`src/rtl/aes_pkg.sv`:
```
// Shared AES constants and the round-controller FSM encoding.
package aes_pkg;

  localparam int AES_ROUNDS_128  = 10;
  localparam int AES_ROUNDS_256  = 14;
  localparam int AES_BLOCK_WIDTH = 128;

  typedef enum logic [1:0] {
    ST_IDLE     = 2'd0,
    ST_KEY_WAIT = 2'd1,
    ST_ROUND    = 2'd2,
    ST_DONE     = 2'd3
  } aes_state_e;

endpackage

```
`src/rtl/aes_round_controller_if.sv`:
```
// Host, round-key memory, round-function and ciphertext signals of the round controller.
interface aes_round_controller_if
  import aes_pkg::*;
#(
  parameter int DATA_WIDTH     = AES_BLOCK_WIDTH,
  parameter int KEY_WIDTH      = AES_BLOCK_WIDTH,
  parameter int KEY_ADDR_WIDTH = 4
);
  logic                      start_valid_in;
  logic                      start_ready_out;
  logic [DATA_WIDTH-1:0]     data_in;
  logic                      abort_in;
  logic                      key_rd_en_out;
  logic [KEY_ADDR_WIDTH-1:0] key_addr_out;
  logic [KEY_WIDTH-1:0]      key_in;
  logic                      round_valid_out;
  logic                      round_last_out;
  logic [DATA_WIDTH-1:0]     round_data_out;
  logic                      round_valid_in;
  logic [DATA_WIDTH-1:0]     round_data_in;
  logic                      valid_out;
  logic [DATA_WIDTH-1:0]     data_out;
  logic                      ready_in;
  logic                      busy_out;

  // Controller side.
  modport slave (
    input  start_valid_in, data_in, abort_in, key_in, round_valid_in, round_data_in, ready_in,
    output start_ready_out, key_rd_en_out, key_addr_out, round_valid_out, round_last_out,
           round_data_out, valid_out, data_out, busy_out
  );

  // Host / key memory / round-function side.
  modport master (
    output start_valid_in, data_in, abort_in, key_in, round_valid_in, round_data_in, ready_in,
    input  start_ready_out, key_rd_en_out, key_addr_out, round_valid_out, round_last_out,
           round_data_out, valid_out, data_out, busy_out
  );
endinterface

```
`src/rtl/addRoundKey.sv`:
```
// addRoundKey: byte-lane XOR of state and round key, purely combinational.
module addRoundKey #(
  parameter int DATA_WIDTH = 128
) (
  input  logic [DATA_WIDTH-1:0] state_i,
  input  logic [DATA_WIDTH-1:0] key_i,
  input  logic                  valid_i,
  output logic [DATA_WIDTH-1:0] state_o,
  output logic                  valid_o
);
  localparam int NUM_LANES = DATA_WIDTH / 8;

  logic [NUM_LANES-1:0][7:0] st_l, key_l, out_l;

  assign st_l  = state_i;
  assign key_l = key_i;

  for (genvar g = 0; g < NUM_LANES; g++) begin : g_lane
    assign out_l[g] = st_l[g] ^ key_l[g];
  end

  assign state_o = out_l;
  assign valid_o = valid_i;
endmodule

```
`src/rtl/aes_round_controller.sv`:
```
// Iterative AES-encrypt sequencer: fetches round keys, drives an external round
// function and applies addRoundKey until NUM_ROUNDS is reached.
module aes_round_controller
  import aes_pkg::*;
#(
  parameter int DATA_WIDTH     = AES_BLOCK_WIDTH,
  parameter int KEY_WIDTH      = AES_BLOCK_WIDTH,
  parameter int NUM_ROUNDS     = AES_ROUNDS_128,
  parameter int KEY_ADDR_WIDTH = 4
) (
  input logic                   clk,
  input logic                   reset_n,
  aes_round_controller_if.slave bus
);
  localparam logic [KEY_ADDR_WIDTH-1:0] LAST_RND = KEY_ADDR_WIDTH'(NUM_ROUNDS);

  aes_state_e                fsm_q, fsm_d;
  logic [KEY_ADDR_WIDTH-1:0] cnt_q, cnt_d, addr_q, addr_d, key_addr;
  logic [DATA_WIDTH-1:0]     pt_q, pt_d, res_q, res_d, st_q, st_d, ark_op, ark_out;
  logic [KEY_WIDTH-1:0]      rkey;
  logic                      accept, rnd_take, last_rnd, ark_vld, key_rd;

  assign last_rnd = (cnt_q == LAST_RND);
  // abort_in outranks every other handshake in the same cycle
  assign accept   = (fsm_q == ST_IDLE)  && bus.start_valid_in && !bus.abort_in;
  assign rnd_take = (fsm_q == ST_ROUND) && bus.round_valid_in && !bus.abort_in;
  assign rkey     = bus.key_in;
  assign ark_op   = (cnt_q == '0) ? pt_q : res_q;

  addRoundKey #(.DATA_WIDTH(DATA_WIDTH)) u_ark (
    .state_i (ark_op),
    .key_i   (rkey),
    .valid_i (1'b1),
    .state_o (ark_out),
    .valid_o (ark_vld)
  );

  always_ff @(posedge clk or negedge reset_n) begin
    if (!reset_n) fsm_q <= ST_IDLE;
    else          fsm_q <= fsm_d;
  end

  always_comb begin
    fsm_d = fsm_q;
    if (fsm_q != ST_IDLE && bus.abort_in) fsm_d = ST_IDLE;
    else begin
      case (fsm_q)
        ST_IDLE:     if (accept) fsm_d = ST_KEY_WAIT;
        ST_KEY_WAIT: fsm_d = last_rnd ? ST_DONE : ST_ROUND;
        ST_ROUND:    if (bus.round_valid_in) fsm_d = ST_KEY_WAIT;
        ST_DONE:     if (bus.ready_in) fsm_d = ST_IDLE;
        default:     fsm_d = ST_IDLE;
      endcase
    end
  end

  always_comb begin
    key_rd   = accept || rnd_take;
    key_addr = addr_q;
    if (accept)        key_addr = '0;
    else if (rnd_take) key_addr = cnt_q;
    bus.key_rd_en_out   = key_rd;
    bus.key_addr_out    = key_addr;
    bus.start_ready_out = (fsm_q == ST_IDLE);
    bus.busy_out        = (fsm_q != ST_IDLE);
    bus.round_valid_out = (fsm_q == ST_ROUND);
    bus.round_last_out  = (fsm_q == ST_ROUND) && last_rnd;
    bus.round_data_out  = (fsm_q == ST_ROUND) ? st_q : '0;
    bus.valid_out       = (fsm_q == ST_DONE);
    bus.data_out        = (fsm_q == ST_DONE) ? st_q : '0;
  end

  // Counter was already advanced in KEY_WAIT, so in ROUND it names the next key.
  always_comb begin
    cnt_d  = cnt_q;
    pt_d   = pt_q;
    res_d  = res_q;
    st_d   = st_q;
    addr_d = key_addr;
    if (accept) begin
      pt_d  = bus.data_in;
      cnt_d = '0;
    end
    if (rnd_take) res_d = bus.round_data_in;
    if (fsm_q == ST_KEY_WAIT && !bus.abort_in && ark_vld) begin
      st_d = ark_out;
      if (!last_rnd) cnt_d = cnt_q + KEY_ADDR_WIDTH'(1);
    end
  end

  always_ff @(posedge clk or negedge reset_n) begin
    if (!reset_n) begin
      cnt_q  <= '0;
      addr_q <= '0;
      pt_q   <= '0;
      res_q  <= '0;
      st_q   <= '0;
    end else begin
      cnt_q  <= cnt_d;
      addr_q <= addr_d;
      pt_q   <= pt_d;
      res_q  <= res_d;
      st_q   <= st_d;
    end
  end
endmodule
```
`src/flat_wrapper.sv`:
```
// flat-port wrapper written by rule: the top's interface ports become plain ports
module aes_round_controller_flat import aes_pkg::*;
#(
  parameter int DATA_WIDTH     = AES_BLOCK_WIDTH,
  parameter int KEY_WIDTH      = AES_BLOCK_WIDTH,
  parameter int NUM_ROUNDS     = AES_ROUNDS_128,
  parameter int KEY_ADDR_WIDTH = 4
)
  (clk, reset_n, bus_start_valid_in, bus_data_in, bus_abort_in, bus_key_in, bus_round_valid_in, bus_round_data_in, bus_ready_in, bus_start_ready_out, bus_key_rd_en_out, bus_key_addr_out, bus_round_valid_out, bus_round_last_out, bus_round_data_out, bus_valid_out, bus_data_out, bus_busy_out);
  aes_round_controller_if #(.DATA_WIDTH(DATA_WIDTH), .KEY_WIDTH(KEY_WIDTH), .KEY_ADDR_WIDTH(KEY_ADDR_WIDTH)) bus_i ();
  input logic clk;
  input logic reset_n;
  input wire logic [$bits(bus_i.start_valid_in)-1:0] bus_start_valid_in;
  input wire logic [$bits(bus_i.data_in)-1:0] bus_data_in;
  input wire logic [$bits(bus_i.abort_in)-1:0] bus_abort_in;
  input wire logic [$bits(bus_i.key_in)-1:0] bus_key_in;
  input wire logic [$bits(bus_i.round_valid_in)-1:0] bus_round_valid_in;
  input wire logic [$bits(bus_i.round_data_in)-1:0] bus_round_data_in;
  input wire logic [$bits(bus_i.ready_in)-1:0] bus_ready_in;
  output wire logic [$bits(bus_i.start_ready_out)-1:0] bus_start_ready_out;
  output wire logic [$bits(bus_i.key_rd_en_out)-1:0] bus_key_rd_en_out;
  output wire logic [$bits(bus_i.key_addr_out)-1:0] bus_key_addr_out;
  output wire logic [$bits(bus_i.round_valid_out)-1:0] bus_round_valid_out;
  output wire logic [$bits(bus_i.round_last_out)-1:0] bus_round_last_out;
  output wire logic [$bits(bus_i.round_data_out)-1:0] bus_round_data_out;
  output wire logic [$bits(bus_i.valid_out)-1:0] bus_valid_out;
  output wire logic [$bits(bus_i.data_out)-1:0] bus_data_out;
  output wire logic [$bits(bus_i.busy_out)-1:0] bus_busy_out;
  assign bus_i.start_valid_in = bus_start_valid_in;
  assign bus_i.data_in = bus_data_in;
  assign bus_i.abort_in = bus_abort_in;
  assign bus_i.key_in = bus_key_in;
  assign bus_i.round_valid_in = bus_round_valid_in;
  assign bus_i.round_data_in = bus_round_data_in;
  assign bus_i.ready_in = bus_ready_in;
  assign bus_start_ready_out = bus_i.start_ready_out;
  assign bus_key_rd_en_out = bus_i.key_rd_en_out;
  assign bus_key_addr_out = bus_i.key_addr_out;
  assign bus_round_valid_out = bus_i.round_valid_out;
  assign bus_round_last_out = bus_i.round_last_out;
  assign bus_round_data_out = bus_i.round_data_out;
  assign bus_valid_out = bus_i.valid_out;
  assign bus_data_out = bus_i.data_out;
  assign bus_busy_out = bus_i.busy_out;
  aes_round_controller #(.DATA_WIDTH(DATA_WIDTH), .KEY_WIDTH(KEY_WIDTH), .NUM_ROUNDS(NUM_ROUNDS), .KEY_ADDR_WIDTH(KEY_ADDR_WIDTH)) u_core (.clk(clk), .reset_n(reset_n), .bus(bus_i));
endmodule
```
`config.mk`:
```
export PLATFORM = sky130hd
export DESIGN_NAME = aes_round_controller_flat
export DESIGN_NICKNAME = d
export VERILOG_FILES = /design/src/rtl/aes_pkg.sv /design/src/rtl/aes_round_controller_if.sv /design/src/rtl/addRoundKey.sv /design/src/rtl/aes_round_controller.sv /design/src/flat_wrapper.sv
export SDC_FILE = /design/constraint.sdc
export NUM_CORES = 1
export LEC_CHECK = 0
export CORE_AREA = 2 2 255 257
export DETAILED_ROUTE_END_ITERATION = 8
export DIE_AREA = 0 0 257 259
export SYNTH_ARGS = -nofsm -noshare
export SYNTH_HDL_FRONTEND = slang
export SYNTH_SLANG_ARGS = --single-unit
```
`constraint.sdc`:
```
create_clock -name clk -period 5 [get_ports clk]
set_input_delay 0.75 -clock clk [delete_from_list [all_inputs] [get_ports clk]]
set_output_delay 0.75 -clock clk [all_outputs]
set_load 0.02 [all_outputs]
```
==> reports/metrics.yaml, run 1 <==
portBuffers: 655
grt_pass1_wl_mm: 126
leakage_uw: 0.0127
max_freq_ghz: 0.221
dpl_worst_slack_ns: 0.960
cts_root_buffer: "clkbuf_16"
hold_viol: 0
cp_max_fo: 71
r2r_start: "u_core.fsm_q[0]"
regToRegSetupSlack_ns: 1.57
slew_viol_final: 0
drtIter0Drc: 1312
synth_edf_count: 0
p_sw_frac: 0.382
arrival_ns: 3.78
synth_area_um2: 21700
clk_pin_slew_ns: 0.06
clk_latency_ns: 0.56
die_h_um: 259
ctsLongestPathBuffers: 3
grt_pass1_vias: 20600
gp_congestion: 0.834
status: "complete, no violations"
vias_per_cell: 5.22
post_cts_resized: 0
wl_per_cell_um: 21.3
crit_path_end: "bus_key_addr_out[3]"
skew_ns: 0.0105
cp-end-kind: "output port"
grt_overflow_total: 0
final_cell_area_um2: 30200
slew_headroom: 0.288
drcViolationCount: 0
highest_layer: "met5"
drt_wl_total_mm: 82.6
min_path_type: "input pin to async pin"
dr_wl_met3_mm: 4.27
rows: 93
synth_cell_type_count: 37
wl_met2_mm: 41.3
cts_tree: "built"
cts_max_level: 2
hold_buffers: 0
p_clk_frac: 0.245
dpl-instance-area_um2: 28700
layout.nets: 3358
routed-via-count: 20200
fin_setup_tns_ns: 0
grt_max_degree: 149
synth_ff_type: "dfrtp_1"
post-route-period-util: 0.905
dpl.cell_count: 3771
peakVddDrop_mv: 0.704
antenna_found_initial: 22
synth_nets: 2842
rsz0062_at_grt: "false"
yosys_register_bits: 394
cp.required_ns: 4.25
power_density_nw_per_um2: 452
instances_no_fill: 3869
p_sw_uw: 5210
r2r_end: "u_core.res_q[66]"
io_pins: 656
firstDrtPassIters: 5
async_reset_ff_frac: 1.00
setup_slack_ns: 0.475
power_frac_seq: 0.397
ff2ff_path_depth: 5
startpoint: "u_core.fsm_q[0]"
dieArea_um2: 66600
yosys_warnings: 0
die_width_um: 257
max_cap_violations: 0
ys_seq_area_frac: 0.455
syn_to_final_growth_pct: 39.3
start_util: 0.339
grt_usage: 0.241
power_frac_comb: 0.359
cts_num_sinks: 394
post_cts_buffers: 0
startpoint_type: "flip-flop"
core_area_um2: 63900
drt-met1-wl_mm: 34.8
crit_type: "flip-flop to output port"
avgSynthCellArea_um2: 8.85
worst_pin_slew_ns: 1.07
timing.final.crit_period_ns: 4.53
hpwl_mm: 55.9
synthCells: 2449
setup_viol: 0
p_int_uw: 8440
detail-route-antenna-nets: 0
p_total_uw: 13700
cts_buffers: 47
drive_gt1_frac: 0.0367
## power groups by stage
| stage | logic (uW) | registers [uW] | clock network, uW |
|---|---|---|---|
| 3_5_place_dp | 4900 | 5450 | 0 |
| 5_1_grt | 5460 | 5540 | 3550 |
| 6_report | 4900 | 5410 | 3340 |
| 2_1_floorplan | 3420 | 4950 | 0 |
| 4_1_cts | 4920 | 5400 | 3430 |
| 3_3_place_gp | 4690 | 5410 | 0 |
## worst max-delay path, cell delays in order (launching register included)
cell and delay (ns):
dfrtp_4 0.70, buf_4 0.41, nor4bb_4 0.50, buf_4 0.31, mux2i_1 0.11, nor2_1 0.29
clkdlybuf4s50_1 0.68
## per-stage QoR
stage	util	hold WS [ns]
floorplan	-	0.438
global placement	0.449	0.457
detailed placement	0.449	0.462
CTS	0.472	0.208
global route	0.472	0.239
finish	0.472	0.201
## cells in the final DEF (no fill, tap or decap), types with 2 or more instances in the layout
cell	count
nand2_1	643
and2_1	129
o211ai_1	128
clkbuf_1	14
diode_2	19
inv_1	132
dfrtp_1	390
nand2b_1	127
and3_1	128
clkdlybuf4s50_1	654
a211oi_1	2
o21a_1	128
mux2i_1	7
dfrtp_4	4
mux2_2	2
o21ai_1	23
clkbuf_8	9
or2_2	2
ha_1	2
clkbuf_16	49
or4bb_1	2
nor2_1	7
clkinv_2	5
buf_4	18
nand4bb_1	126
or2b_1	3
nor3b_4	2
buf_12	10
o2111ai_1	128
o21ai_0	106
## registers in the layout (all words and copies together) (netlist names)
register / cells
u_core.pt_q: 128
u_core.fsm_q: 2
u_core.addr_q: 4
u_core.res_q: 128
u_core.cnt_q: 4
u_core.st_q: 128
## routing by layer
layer / vias to the layer above / global-route usage
met5: - / 0
met4: 8 / 0.0780
met3: 122 / 0.0365
met2: 609 / 0.416
met1: 9993 / 0.309
li1: 9477 / -
## area by class of cell
| type | instances | area (um2) |
|---|---|---|
| Clock buffer | 72 | 1400 |
| Inverter | 133 | 500 |
| Tap cell | 855 | 1070 |
| Clock inverter | 7 | 66.3 |
| Timing Repair Buffer | 683 | 6900 |
| Multi-Input combinational cell | 1706 | 10300 |
| Fill cell | 6022 | 33700 |
| Antenna cell | 19 | 47.5 |
| Sequential cell | 394 | 9870 |
## Yosys cell counts (7+ instances only)
library cell    n  area (um2)
dfrtp_1       394        9860
o21ai_1        23         115
buf_1          10        37.5
o211ai_1      128         961
o21ai_0       106         531
inv_1         133         499
buf_6          11         124
buf_4          23         173
nand2_1       643        2410
nand4bb_1     126        1420
mux2i_1         7        70.1
o2111ai_1     128        1120
nand2b_1      127         795
nor2_1          7        26.3
and2_1        129         807
o21a_1        128         961
clkbuf_1      119         447
and3_1        128         801
buf_2          47         235
## cells by family (layout without fill, tap and decap cells)
group / Yosys count / in the layout / share of synthesized area
AND/OR/NAND/NOR: 1177 / 1177 / 0.296
flip-flops: 394 / 394 / 0.455
AO/OA/AOI/OAI: 517 / 517 / 0.172
adder cells (fa/ha/maj): 3 / 3 / 0.00173
multiplexers: 9 / 9 / 0.00427
buffers and inverters: 349 / 895 / 0.0713
other: 0 / 19 / 0
## worst min-delay path by stage
stage	start	to	slack [ns]
3_3_place_gp	u_core.pt_q[88]	u_core.pt_q[88]	0.46
6_report	reset_n	u_core.res_q[10]	0.20
3_5_place_dp	u_core.pt_q[121]	u_core.pt_q[121]	0.46
5_1_grt	reset_n	u_core.res_q[10]	0.24
2_1_floorplan	u_core.pt_q[81]	u_core.pt_q[81]	0.44
4_1_cts	reset_n	u_core.res_q[10]	0.21
Note: power is estimated with default switching activity, not from simulation.
==> run 2, diff against run 1 <==
DONT_BUFFER_PORTS = 1   (was default)
SLEW_MARGIN = 5   (was default)
==> reports/metrics.yaml, run 2 (synthesis gave the netlist of run 1 again) <==
wl_per_cell_um: 23.3
cts_root_buffer: "clkbuf_16"
rows: 93
status: "finished, violations left"
fin_setup_tns_ns: 0
worst_pin_slew_ns: 1.98
power_density_nw_per_um2: 554
clk_pin_slew_ns: 0.05
syn_to_final_growth_pct: 8.56
drtIter0Drc: 1466
slew_headroom: -0.319
clk_latency_ns: 0.58
cp-end-kind: "output port"
io_pins: 656
cts_buffers: 47
highest_layer: "met5"
ff2ff_path_depth: 5
grt_overflow_total: 0
wl_met2_mm: 35.7
layout.nets: 2699
layout_commonest_cell: "nand2_1"
grt_pass1_wl_mm: 111
critPathMaxStageDelay_ns: 0.80
instances_no_fill: 3199
die_h_um: 259
reg.largest.list: "u_core.pt_q (128), u_core.res_q (128), u_core.st_q (128)"
hold_viol: 99
crit_chain: "nor4bb_4 -> buf_4 -> mux2i_1 -> nor2_1"
vias_per_cell: 5.68
drive_gt1_frac: 0.0470
drcViolationCount: 0
cts_max_level: 2
core_area_um2: 63900
portBuffers: 0
arrival_ns: 3.21
multi_input_area_um2: 10300
gp_congestion: 0.866
cts_tree: "built"
drt_wl_total_mm: 74.4
peakVddDrop_mv: 0.496
post_cts_resized: 0
dpl.cell_count: 3112
critPathSlowestCell: "dfrtp_4"
rsz0062_at_grt: "false"
hpwl_mm: 48.9
failed_checks: "negative hold slack, max-slew violations"
regArea_um2: 9870
layout_common_cells: "nand2_1, dfrtp_1, inv_1, and2_1"
grt_pass1_vias: 17600
max_freq_ghz: 0.253
cts_num_sinks: 394
antenna_found_initial: 5
firstDrtPassIters: 5
cp_max_fo: 66
dieArea_um2: 66600
leakage_uw: 0.0102
start_util: 0.339
startpoint: "u_core.fsm_q[1]"
hold_ws_ns: -0.106
detail-route-antenna-nets: 0
post-route-period-util: 0.791
skew_ns: 0.0178
post_cts_buffers: 0
slew_viol_final: 174
setup_slack_ns: 1.04
dr_wl_met3_mm: 5.16
routed-via-count: 18200
crit_type: "flip-flop to output port"
max_cap_violations: 0
ctsLongestPathBuffers: 3
cp.required_ns: 4.25
dpl_worst_slack_ns: 1.51
grt_max_degree: 395
min_path_type: "input pin to async pin"
r2r_start: "u_core.fsm_q[0]"
die_width_um: 257
grt_usage: 0.213
timing.final.crit_period_ns: 3.96
setup_viol: 0
startpoint_type: "flip-flop"
fill_cells: 6496
drt-met1-wl_mm: 31.3
## run 2: critical path, delay by kind of cell (launching register included)
family,cells,cell delay (ns)
AND/OR/NAND/NOR,2,1.20
flip-flops,1,0.80
buffers and inverters,1,0.49
multiplexers,1,0.13
## run 2: worst paths after layout
kind,to,slack [ns]
setup / recovery,bus_key_addr_out[3],1.04
hold / removal,u_core.st_q[10],-0.11
setup reg to reg,u_core.st_q[77],1.44
hold reg to reg,u_core.pt_q[112],0.47
max in group asynchronous,u_core.pt_q[0],3.54
min in group clk,u_core.fsm_q[1],0.25
## run 2: final cells by class
class,instances,area share
inverters,133,0.0213
well taps,855,0.0455
multi-input cells,1706,0.439
flip-flops and latches,394,0.420
diodes,4,0.000426
repair buffers,24,0.0114
clock buffers,72,0.0601
clock inverters,11,0.00293
## run 2: stage by stage
| step | area (um2) | utilization | hold WS (ns) | total power, uW |
|---|---|---|---|---|
| floorplan | 21700 | - | 0.438 | 8370 |
| detailed placement | 22000 | 0.345 | 0.462 | 9740 |
| global placement | 22000 | 0.345 | 0.457 | 9450 |
| global route | 23500 | 0.368 | -0.153 | 13900 |
| CTS | 23500 | 0.368 | -0.162 | 13100 |
| finish | 23500 | 0.368 | -0.106 | 13000 |
## run 2: routing by layer
metal | track usage | vias to the layer above
met5 | 0 | -
met3 | 0.0449 | 135
met4 | 0.0701 | 2
li1 | - | 8141
met1 | 0.281 | 9201
met2 | 0.348 | 691
## run 2: where the power goes
group	total (uW)	leakage, uW	switching, uW	internal (uW)
Clock	3330	0.000731	1390	1940
Combinational	4330	0.00466	2790	1540
Sequential	5380	0.00482	898	4480
==> run 3, diff against run 2 <==
clock period = 3.4 ns   (was 5 ns; I/O delays follow)
==> reports/metrics.yaml, run 3 (synthesis gave the netlist of run 1 again) <==
grt_usage: 0.212
core_area_um2: 63900
regArea_um2: 9870
layout_common_cells: "nand2_1, dfrtp_1, inv_1, and2_1"
drcViolationCount: 0
antenna_found_initial: 2
die_width_um: 257
skew_ns: 0.0238
cts_buffers: 47
hold_viol: 394
slew_viol_final: 0
worst_pin_slew_ns: 1.04
drt_wl_total_mm: 73.8
wl_per_cell_um: 23.0
setup_viol: 0
cts_tree: "built"
multi_input_area_um2: 10300
start_util: 0.339
rsz0062_at_grt: "false"
r2r_start: "u_core.cnt_q[0]"
crit_type: "flip-flop to output port"
instances_no_fill: 3214
ff2ff_path_depth: 6
regToRegSetupSlack_ns: 0.86
startpoint_type: "flip-flop"
io_pins: 656
power_density_nw_per_um2: 833
die_h_um: 259
post-route-util: 0.374
dpl.cell_count: 3120
reg.largest.list: "u_core.pt_q (128), u_core.res_q (128), u_core.st_q (128)"
cts_num_sinks: 394
arrival_ns: 2.68
detail-route-antenna-nets: 0
min_path_type: "input pin to async pin"
grt_max_degree: 395
cp.required_ns: 2.89
hpwl_mm: 49.3
layout.nets: 2709
drive_gt1_frac: 0.0552
dpl-instance-area_um2: 22100
final_cell_area_um2: 23900
vias_per_cell: 5.63
cts_root_buffer: "clkbuf_16"
grt_pass1_wl_mm: 111
max_cap_violations: 0
hold_buffers: 2
grt_overflow_total: 0
rows: 93
firstDrtPassIters: 5
fill_cells: 6379
grt_pass1_vias: 17900
clk_latency_ns: 0.58
layout_commonest_cell: "nand2_1"
syn_to_final_growth_pct: 10.3
clk_pin_slew_ns: 0.06
post-route-period-util: 0.937
cp-end-kind: "output port"
slew_headroom: 0.306
status: "finished, violations left"
drtIter0Drc: 1545
cts_max_level: 2
gp_congestion: 0.866
routed-via-count: 18100
dieArea_um2: 66600
peakVddDrop_mv: 0.482
fin_setup_tns_ns: 0
cp_max_fo: 71
ctsLongestPathBuffers: 3
portBuffers: 0
failed_checks: "negative hold slack"
r2r_end: "u_core.st_q[100]"
leakage_uw: 0.0104
hold_ws_ns: -0.340
max_freq_ghz: 0.314
timing.final.crit_period_ns: 3.19
[run 3: changes by cell type in the layout (fill, tap and decap cells not counted), sizes merged]
cell	change
buf	+8
bufinv	+8
clkbuf	-6
clkinv	+2
diode	+2
dlygate4sd3	+2
inv	-1
[run 3: cell type report]
class | count | share of cell area
sequential | 394 | 0.413
clock inverter | 20 | 0.0127
multi-input combinational | 1706 | 0.432
clock buffer | 66 | 0.0590
antenna | 6 | 0.000628
timing repair buffer | 34 | 0.0167
inverter | 133 | 0.0209
tap | 855 | 0.0448
[run 3: what timing repair did]
action	4_1_cts	5_1_grt
buffers inserted	0	0
endpoints found under the setup margin	0	1
gates resized for setup	0	1
endpoints found under the hold margin	397	394
[run 3: worst max-delay path by stage]
stage | from | endpoint | slack (ns)
3_5_place_dp | u_core.fsm_q[0] | bus_key_addr_out[1] | 0.73
5_1_grt | u_core.fsm_q[0] | bus_key_addr_out[2] | 0.08
6_report | u_core.fsm_q[0] | bus_key_addr_out[2] | 0.21
2_1_floorplan | u_core.fsm_q[0] | bus_key_addr_out[2] | 1.38
3_3_place_gp | u_core.fsm_q[0] | bus_key_addr_out[1] | 0.75
4_1_cts | u_core.fsm_q[0] | bus_key_addr_out[1] | 0.1
[run 3: critical path, stage by stage (launching register included)]
cell and delay, ns:
dfrtp_4 0.72, nor4bb_4 0.55, buf_12 0.27, mux2i_1 0.11
nor2_1 0.41
[run 3: report_power, final]
part	switching, uW	internal (uW)
combinational	4060	2340
sequential	1360	6580
clock	2070	3490
total	7490	12400
[run 3: per-layer routing]
layer | wire length [um] | global-route usage
met1 | 30900 | 0.275
met5 | 0 | 0
met4 | 2570 | 0.0783
met2 | 35400 | 0.351
met3 | 4850 | 0.0443
[run 3: per-stage QoR]
| stage | setup slack, ns | total power [uW] |
|---|---|---|
| detailed placement | 0.729 | 14400 |
| floorplan | 1.38 | 12300 |
| global placement | 0.749 | 14000 |
| finish | 0.215 | 19900 |
| global route | 0.0845 | 21100 |
| CTS | 0.0987 | 20000 |
